### src/rtl/num_ascii_tx.sv
// num_ascii_tx: formats a 16-bit word as decimal ASCII with optional '-'
// and a trailing delimiter, one byte at a time into a UART TX byte port.
module num_ascii_tx #(
    parameter logic       SIGNED     = 1'b1,
    parameter logic [7:0] DELIM_CHAR = 8'h20,
    parameter logic [7:0] EOL_CHAR   = 8'h0A
) (
    input  logic        clk,
    input  logic        rst,
    input  logic [15:0] num_in,
    input  logic        eol_in,
    input  logic        in_valid,
    output logic        in_ready,
    output logic [7:0]  tx_data,
    output logic        tx_start,
    input  logic        tx_busy,
    output logic        done
);

    typedef enum logic [2:0] {
        IDLE,
        CONV,
        SEND_SIGN,
        SEND_DIGIT,
        SEND_DELIM,
        WAIT_ACK,
        WAIT_TX,
        FINISH
    } state_t;

    typedef enum logic [1:0] {
        B_SIGN,
        B_DIGIT,
        B_DELIM
    } kind_t;

    state_t           state, state_n;
    kind_t            kind, kind_n;
    logic [15:0]      mag, mag_n;
    logic             neg, neg_n;
    logic             eol, eol_n;
    logic [4:0][3:0]  digit, digit_n;
    logic [2:0]       p, p_n;
    logic [2:0]       idx, idx_n;
    logic [7:0]       tx_data_n;
    logic             tx_start_n;
    logic             done_n;
    logic [15:0]      pw;
    logic [2:0]       ndig;

    assign in_ready = (state == IDLE);

    always_comb begin
        unique case (p)
            3'd4:    pw = 16'd10000;
            3'd3:    pw = 16'd1000;
            3'd2:    pw = 16'd100;
            3'd1:    pw = 16'd10;
            default: pw = 16'd1;
        endcase
    end

    // Count of printed digits: highest nonzero place + 1, minimum one.
    always_comb begin
        ndig = 3'd1;
        for (int i = 1; i < 5; i++) begin
            if (digit[i] != 4'd0) ndig = 3'(i + 1);
        end
    end

    always_comb begin
        state_n    = state;
        kind_n     = kind;
        mag_n      = mag;
        neg_n      = neg;
        eol_n      = eol;
        digit_n    = digit;
        p_n        = p;
        idx_n      = idx;
        tx_data_n  = tx_data;
        tx_start_n = 1'b0;
        done_n     = 1'b0;

        unique case (state)
            IDLE: begin
                if (in_valid) begin
                    neg_n   = SIGNED & num_in[15];
                    mag_n   = neg_n ? (~num_in + 16'd1) : num_in;
                    eol_n   = eol_in;
                    digit_n = '0;
                    p_n     = 3'd4;
                    state_n = CONV;
                end
            end

            // Restoring decimal conversion: subtract the current power
            // until it no longer fits, then move to the next place.
            CONV: begin
                if (mag >= pw) begin
                    mag_n      = mag - pw;
                    digit_n[p] = digit[p] + 4'd1;
                end else if (p != 3'd0) begin
                    p_n = p - 3'd1;
                end else begin
                    idx_n   = ndig - 3'd1;
                    state_n = neg ? SEND_SIGN : SEND_DIGIT;
                end
            end

            SEND_SIGN: begin
                if (!tx_busy) begin
                    tx_data_n  = 8'h2D;
                    tx_start_n = 1'b1;
                    kind_n     = B_SIGN;
                    state_n    = WAIT_ACK;
                end
            end

            SEND_DIGIT: begin
                if (!tx_busy) begin
                    tx_data_n  = 8'h30 + {4'h0, digit[idx]};
                    tx_start_n = 1'b1;
                    kind_n     = B_DIGIT;
                    state_n    = WAIT_ACK;
                end
            end

            SEND_DELIM: begin
                if (!tx_busy) begin
                    tx_data_n  = eol ? EOL_CHAR : DELIM_CHAR;
                    tx_start_n = 1'b1;
                    kind_n     = B_DELIM;
                    state_n    = WAIT_ACK;
                end
            end

            // tx_busy only rises the cycle after tx_start, so skip one cycle.
            WAIT_ACK: begin
                state_n = WAIT_TX;
            end

            WAIT_TX: begin
                if (!tx_busy) begin
                    unique case (kind)
                        B_SIGN: begin
                            state_n = SEND_DIGIT;
                        end
                        B_DIGIT: begin
                            if (idx != 3'd0) begin
                                idx_n   = idx - 3'd1;
                                state_n = SEND_DIGIT;
                            end else begin
                                state_n = SEND_DELIM;
                            end
                        end
                        default: begin
                            done_n  = 1'b1;
                            state_n = FINISH;
                        end
                    endcase
                end
            end

            FINISH: begin
                state_n = IDLE;
            end
        endcase
    end

    always_ff @(posedge clk) begin
        if (rst) begin
            state    <= IDLE;
            kind     <= B_SIGN;
            mag      <= '0;
            neg      <= 1'b0;
            eol      <= 1'b0;
            digit    <= '0;
            p        <= '0;
            idx      <= '0;
            tx_data  <= 8'h00;
            tx_start <= 1'b0;
            done     <= 1'b0;
        end else begin
            state    <= state_n;
            kind     <= kind_n;
            mag      <= mag_n;
            neg      <= neg_n;
            eol      <= eol_n;
            digit    <= digit_n;
            p        <= p_n;
            idx      <= idx_n;
            tx_data  <= tx_data_n;
            tx_start <= tx_start_n;
            done     <= done_n;
        end
    end

endmodule

### config.mk
export PLATFORM = sky130hd
export DESIGN_NAME = num_ascii_tx
export DESIGN_NICKNAME = d
export VERILOG_FILES = /design/src/rtl/num_ascii_tx.sv
export SDC_FILE = /design/constraint.sdc
export NUM_CORES = 1
export LEC_CHECK = 0
export BUFFER_PORTS_ARGS = -buffer_cell sky130_fd_sc_hd__buf_2
export CAP_MARGIN = 20
export CORE_MARGIN = 4
export CORE_UTILIZATION = 55
export CTS_BUF_LIST = sky130_fd_sc_hd__clkbuf_4
export DETAILED_ROUTE_END_ITERATION = 10
export GPL_TIMING_DRIVEN = 0
export HOLD_SLACK_MARGIN = 0.03
export MAX_ROUTING_LAYER = met4
export PLACE_DENSITY = 0.79
export SYNTH_ARGS = -nofsm -noshare
export SYNTH_HDL_FRONTEND = slang
export SYNTH_SLANG_ARGS = --single-unit
export TNS_END_PERCENT = 100
### constraint.sdc
create_clock -name clk -period 4.7 [get_ports clk]
set_input_delay 0.94 -clock clk [delete_from_list [all_inputs] [get_ports clk]]
set_output_delay 0.94 -clock clk [all_outputs]
set_load 0.05 [all_outputs]
# Word-level counts from Yosys, hierarchy flattened
# Index checks and enable logic that the tools add are counted.
[word_totals]
reg_bits = 59
latch_bits = 0
ram_bits = 0
romBits = 0
inputBits = 21
output_inout_bits = 11
elab_cells = 124
n_memories = 0
[op_classes]
n_addsub = 7
n_mul = 0
div_mod_pow = 0
order_cmp = 4
n_eq_ne = 24
n_shift = 0
muxes = 49
n_bitwise = 3
n_reduce_logical = 22
[ops]
columns = ["cell", "n"]
rows = [
  ["$pmux 14 s4", 1],
  ["$mux 3", 17],
  ["$mux 16", 3],
  ["$mux 20", 2],
  ["$pmux 20 s2", 1],
  ["$pmux 16 s2", 1],
  ["$bmux 4 s3", 2],
  ["$mux 8", 3],
  ["$ne 2x2->1 const B", 12],
  ["$pmux 8 s3", 1],
  ["$bwmux 20", 1],
  ["$pmux 3 s2", 3],
  ["$pmux 3 s6", 1],
  ["$add 16x1->16 const B", 1],
  ["$ge 16x16->1", 1],
  ["$not 16->16", 1],
  ["$reduce_bool 4->1", 4],
  ["$sub 16x16->16", 1],
  ["$eq 3x3->1 const B", 5],
  ["$demux 4 s3", 1],
  ["$eq 3x2->1 const B", 4],
  ["$mux 4", 3],
  ["$reduce_bool 3->1", 3],
  ["$sub 3x1->3 const B", 3],
  ["22 further kinds", 34],
]

# Depth between registers and ports, before layout
[depth]
depth_word = 9
ltp_mapped = 18
depth_no_buf = 14

# Worst setup path before layout
# No wires, ideal clock.
[synth_path]
path_type = "reg-to-reg"
from = "reg p[0]"
to = "reg mag[2]"
setup_ns = 0.132
t_arrival_ns = 3.703
t_required_ns = 4.568
setup_slack_ns = 0.864
stages_incl_launch_ff = 18
n_path_buf = 3
period_less_slack_ns = 3.836
path_cell_list = "dfxtp_1 clkbuf_1 clkbuf_1 inv_1 ha_1 nand2_1 and2_1 and3_1 ha_1 inv_1 fa_1 a21o_1 a211oi_1 a2bb2oi_1 nand2_1 buf_2 o211ai_1 a21oi_1"
[synth_via]
elab_chain_cells = 5
elab_cells_between_ends = 11
cone_classes = "add/sub (1); order compare (1); eq/ne (5); mux (3); reduce/logical (1)"
[synth_lines]
columns = ["element", "line_no", "text"]
rows = [
  ["start, declared", "43", "logic [2:0] p, p_n;"],
  ["start signal, assigned", "190", "p <= p_n;"],
  ["$eq 3x1->1, or another cell as far along", "54", "unique case (p)"],
  ["$pmux 14 s4 (*)", "54", ""],
  ["$sub 16x16->16 or $ge 16x16->1 (tied branches)", "100, 99", ""],
  ["$mux 16 or $ne 2x2->1 (tied branches)", "--", ""],
  ["$pmux 16 s2 or $reduce_and 3->1 (tied branches)", "--", ""],
  ["end signal, assigned", "186", "mag <= mag_n;"],
  ["end, declared", "39", "logic [15:0] mag, mag_n;"],
]
# Every way passes the cells marked *; elsewhere a longest branch is shown, timed or not. The select of a mux whose other input is x is not followed.
# A chain may end at the register's enable or synchronous reset.

# Worst setup path after layout
[layout_path]
from = "reg p[0]"
to = "reg mag[4]"
# The elaborated chain is that of the path after synthesis.

==> results by group <==
Synthesis
  – Mapped Cells: 546
  – Warnings, synthesis: 0
  – Main synth FF type: dfxtp_1
  – Unique cell type count in the Yosys netlist: 70
  – Post-synth EDFFs: 0
  – Post-synth design cell area: 0.00420 mm²
  – Asr flop ratio synth: 0%
  – Cell with the most instances after synthesis: dfxtp_1
  – #FFs+latches synth: 56
  – Synth area leader: dfxtp_1
  – Synth cell count leaders: dfxtp_1 (56), a21oi_1 (47), nand2_1 (46), nor2_1 (43), clkbuf_1 (38)
  – Synth top area cells: dfxtp_1 (27%), ha_1 (6.0%), a21oi_1 (5.6%)
  – Syn Area/Cell: 7.70 µm²
  – Post-synthesis sequential area ratio: 26.7%
  – Share of the synthesized area in the top cell type: 26.7%

Cells and area
  – Antenna diode count: 0
  – Final Net Count: 623
  – Layout Utilization: 61.9%
  – Finished Layout Cells: 681
  – Fraction of layout cells with a size suffix above 1: 11.5%
  – Area growth syn-to-layout: 7.98%

Global routing
  – GRT overflow: 0
  – Total GRT Usage: 29.5%
  – Global-route wire length before repair: 20500 µm
  – Vias in the first global route: 4181
  – Largest net degree at the start of global routing: 20
  – Initial antenna violation count: 0

Power
  – VDD IR max: 0.000341 V
  – Seq pwr share: 20.4%
  – Leak pwr: 1.70 nW
  – Switching part of the total: 54.7%
  – Power Total: 3.27 mW
  – Pwr dens: 719 mW/mm²
  – Switch Pwr: 1.79 mW
  – Clock Power Share: 7.4%
  – Combinational Power Share: 72.1%
  – Int Power: 1.48 mW

Floorplan
  – Die footprint: 0.00911 mm²
  – I/O pin cnt: 32
  – Die Y-Extent: 95.4 µm
  – Starting Density: 57.3%
  – Core box area: 0.00733 mm²
  – Cell row count: 31
  – Die width: 95.4 µm

Clock tree
  – Clk slew on worst S/H paths: 0.17 ns
  – CTS tree: yes
  – Post_cts resized: 2
  – CTS Hold Bufs: 0
  – Post-CTS Setup Bufs: 0
  – CTS buffer count: 5
  – H-Tree Depth: 2
  – Insertion delay to the later sink of the worst-skew pair: 0.40 ns
  – CTS sink cnt: 56
  – CTS Root Cell: clkbuf_4
  – Clk buf depth: 2

STA
  – Fin. max-slew vios: 0
  – PnR worst setup slack: 0.266 ns
  – Final hold slack: 0.464 ns
  – Tcrit/Tclk final: 94.3%
  – Clock skew: 0.0158 ns
  – Max Fclk: 226 MHz
  – Unrepaired setup endpoints after global routing: false
  – Hold Violations, Final: 0
  – Final min period: 4.43 ns
  – Final setup viols: 0
  – Worst-margin pin slew: 0.850 ns
  – Rel. slew slack: 42.8%

Placement
  – Count of input and output buffers: 28
  – Placed cells: 674
  – Detailed placement HPWL: 9480 µm
  – Worst slack, placed: -0.162 ns
  – Gpl congestion: 1.03

Critical path
  – Critical path class: reg -> reg
  – CP Data Required Time: 4.97 ns
  – Crit path max fanout: 18
  – Crit end category: flip-flop
  – Startpoint types: flip-flop
  – Data arrival time of the critical path: 4.71 ns

Route
  – Total wire length: 12500 µm
  – Starting DRT DRC Count: 317
  – Vias per cell: 6.46
  – 1st-pass router iterations: 6
  – Wire length per cell: 18.3 µm
  – DRT antenna net count: 0
  – Vias: 4400
  – DRC: 0

Job
  – Max-Cap Viols: 0

Outcome
  – Status: complete, no violations

Hold path
  – Worst Hold Class: reg -> reg
state kept, by name, indices dropped and copies added (netlist names):
signal and flops:
digit 20, mag 16, tx_data 5, idx 3
p 3, state 3, kind 2, done 1
eol 1, neg 1, tx_start 1
worst max-delay path, cell delays in order, from the launching register on:
cell	delay (ns)
dfxtp_1	0.40
clkbuf_2	0.37
inv_1	0.17
ha_1	0.24
nand2_1	0.20
and2_1	0.25
and3_1	0.19
ha_1	0.16
inv_1	0.05
fa_1	0.40
a21o_1	0.20
a211oi_1	0.43
a2bb2oi_1	0.47
nand2_2	0.28
buf_2	0.29
o211ai_1	0.12
a21oi_1	0.09
power by group through the flow:
stage	clock network (mW)	registers, mW	logic [mW]
finish	0.243	0.668	2.36
global route	0.263	0.681	2.59
CTS	0.243	0.666	2.30
detailed placement	0	0.676	2.29
global placement	0	0.673	2.25
floorplan	0	0.697	1.71
path summary, 6_finish.rpt:
path         cells past startpoint  slack (ns)    from     end
max                             16        0.27    p[0]  mag[4]
min                              2        0.46  mag[0]  mag[0]
max reg2reg                     16        0.27    p[0]  mag[4]
min reg2reg                      2        0.46  mag[0]  mag[0]
stage by stage:
step	cell area, µm²	TNS (ns)
6_report	4540	0
2_1_floorplan	4210	0
5_1_grt	4540	0
3_5_place_dp	4470	-2.29
3_3_place_gp	4470	-2.52
4_1_cts	4540	0
layer usage:
metal | track usage [%] | vias to the layer above | wire [µm]
li1 | - | 2126 | -
met1 | 35.9 | 2050 | 5240
met2 | 48.5 | 191 | 6020
met3 | 4.58 | 33 | 824
met4 | 12.3 | 0 | 395
met5 | - | - | 0
cell families (layout without fill, tap and decap cells):
kind of cell	Yosys count	after routing	share of synthesized area (%)
DFF	56	56	26.7
AOI/OAI and AO/OA	187	187	29.6
adders and majority gates	21	21	6.43
muxes	10	10	3.90
other	1	2	0.0892
xor gates and xnor gates	22	22	4.58
and+or+nand+nor	190	190	23.0
buffers and inverters	59	94	5.68
cells in the final DEF, fill, tap and decap left out, drive strengths merged, types with 7 or more instances in the layout:
cell type	netlist	routed
nor2b	8	8
buf	8	36
a211oi	10	10
a31oi	10	10
o31ai	8	8
a21o	8	8
dfxtp	56	56
nor2	43	43
o211ai	13	13
o21ai	40	40
o41ai	8	8
nand2	46	46
or3	8	8
o32ai	7	7
nor3	16	16
clkbuf	38	42
a21oi	48	48
xnor2	10	10
nand3	21	21
ha	20	20
xor2	12	12
inv	13	14
final cells by class:
cell class | instances | area [µm²]
flip-flops and latches | 56 | 1120
fillers | 673 | 2790
clock inverters | 3 | 27.5
inverters | 13 | 48.8
multi-input cells | 432 | 2850
clock buffers | 5 | 37.5
plain buffers | 45 | 190
repair buffers | 28 | 140
well taps | 99 | 124
Power figures use the tool's default switching activity.
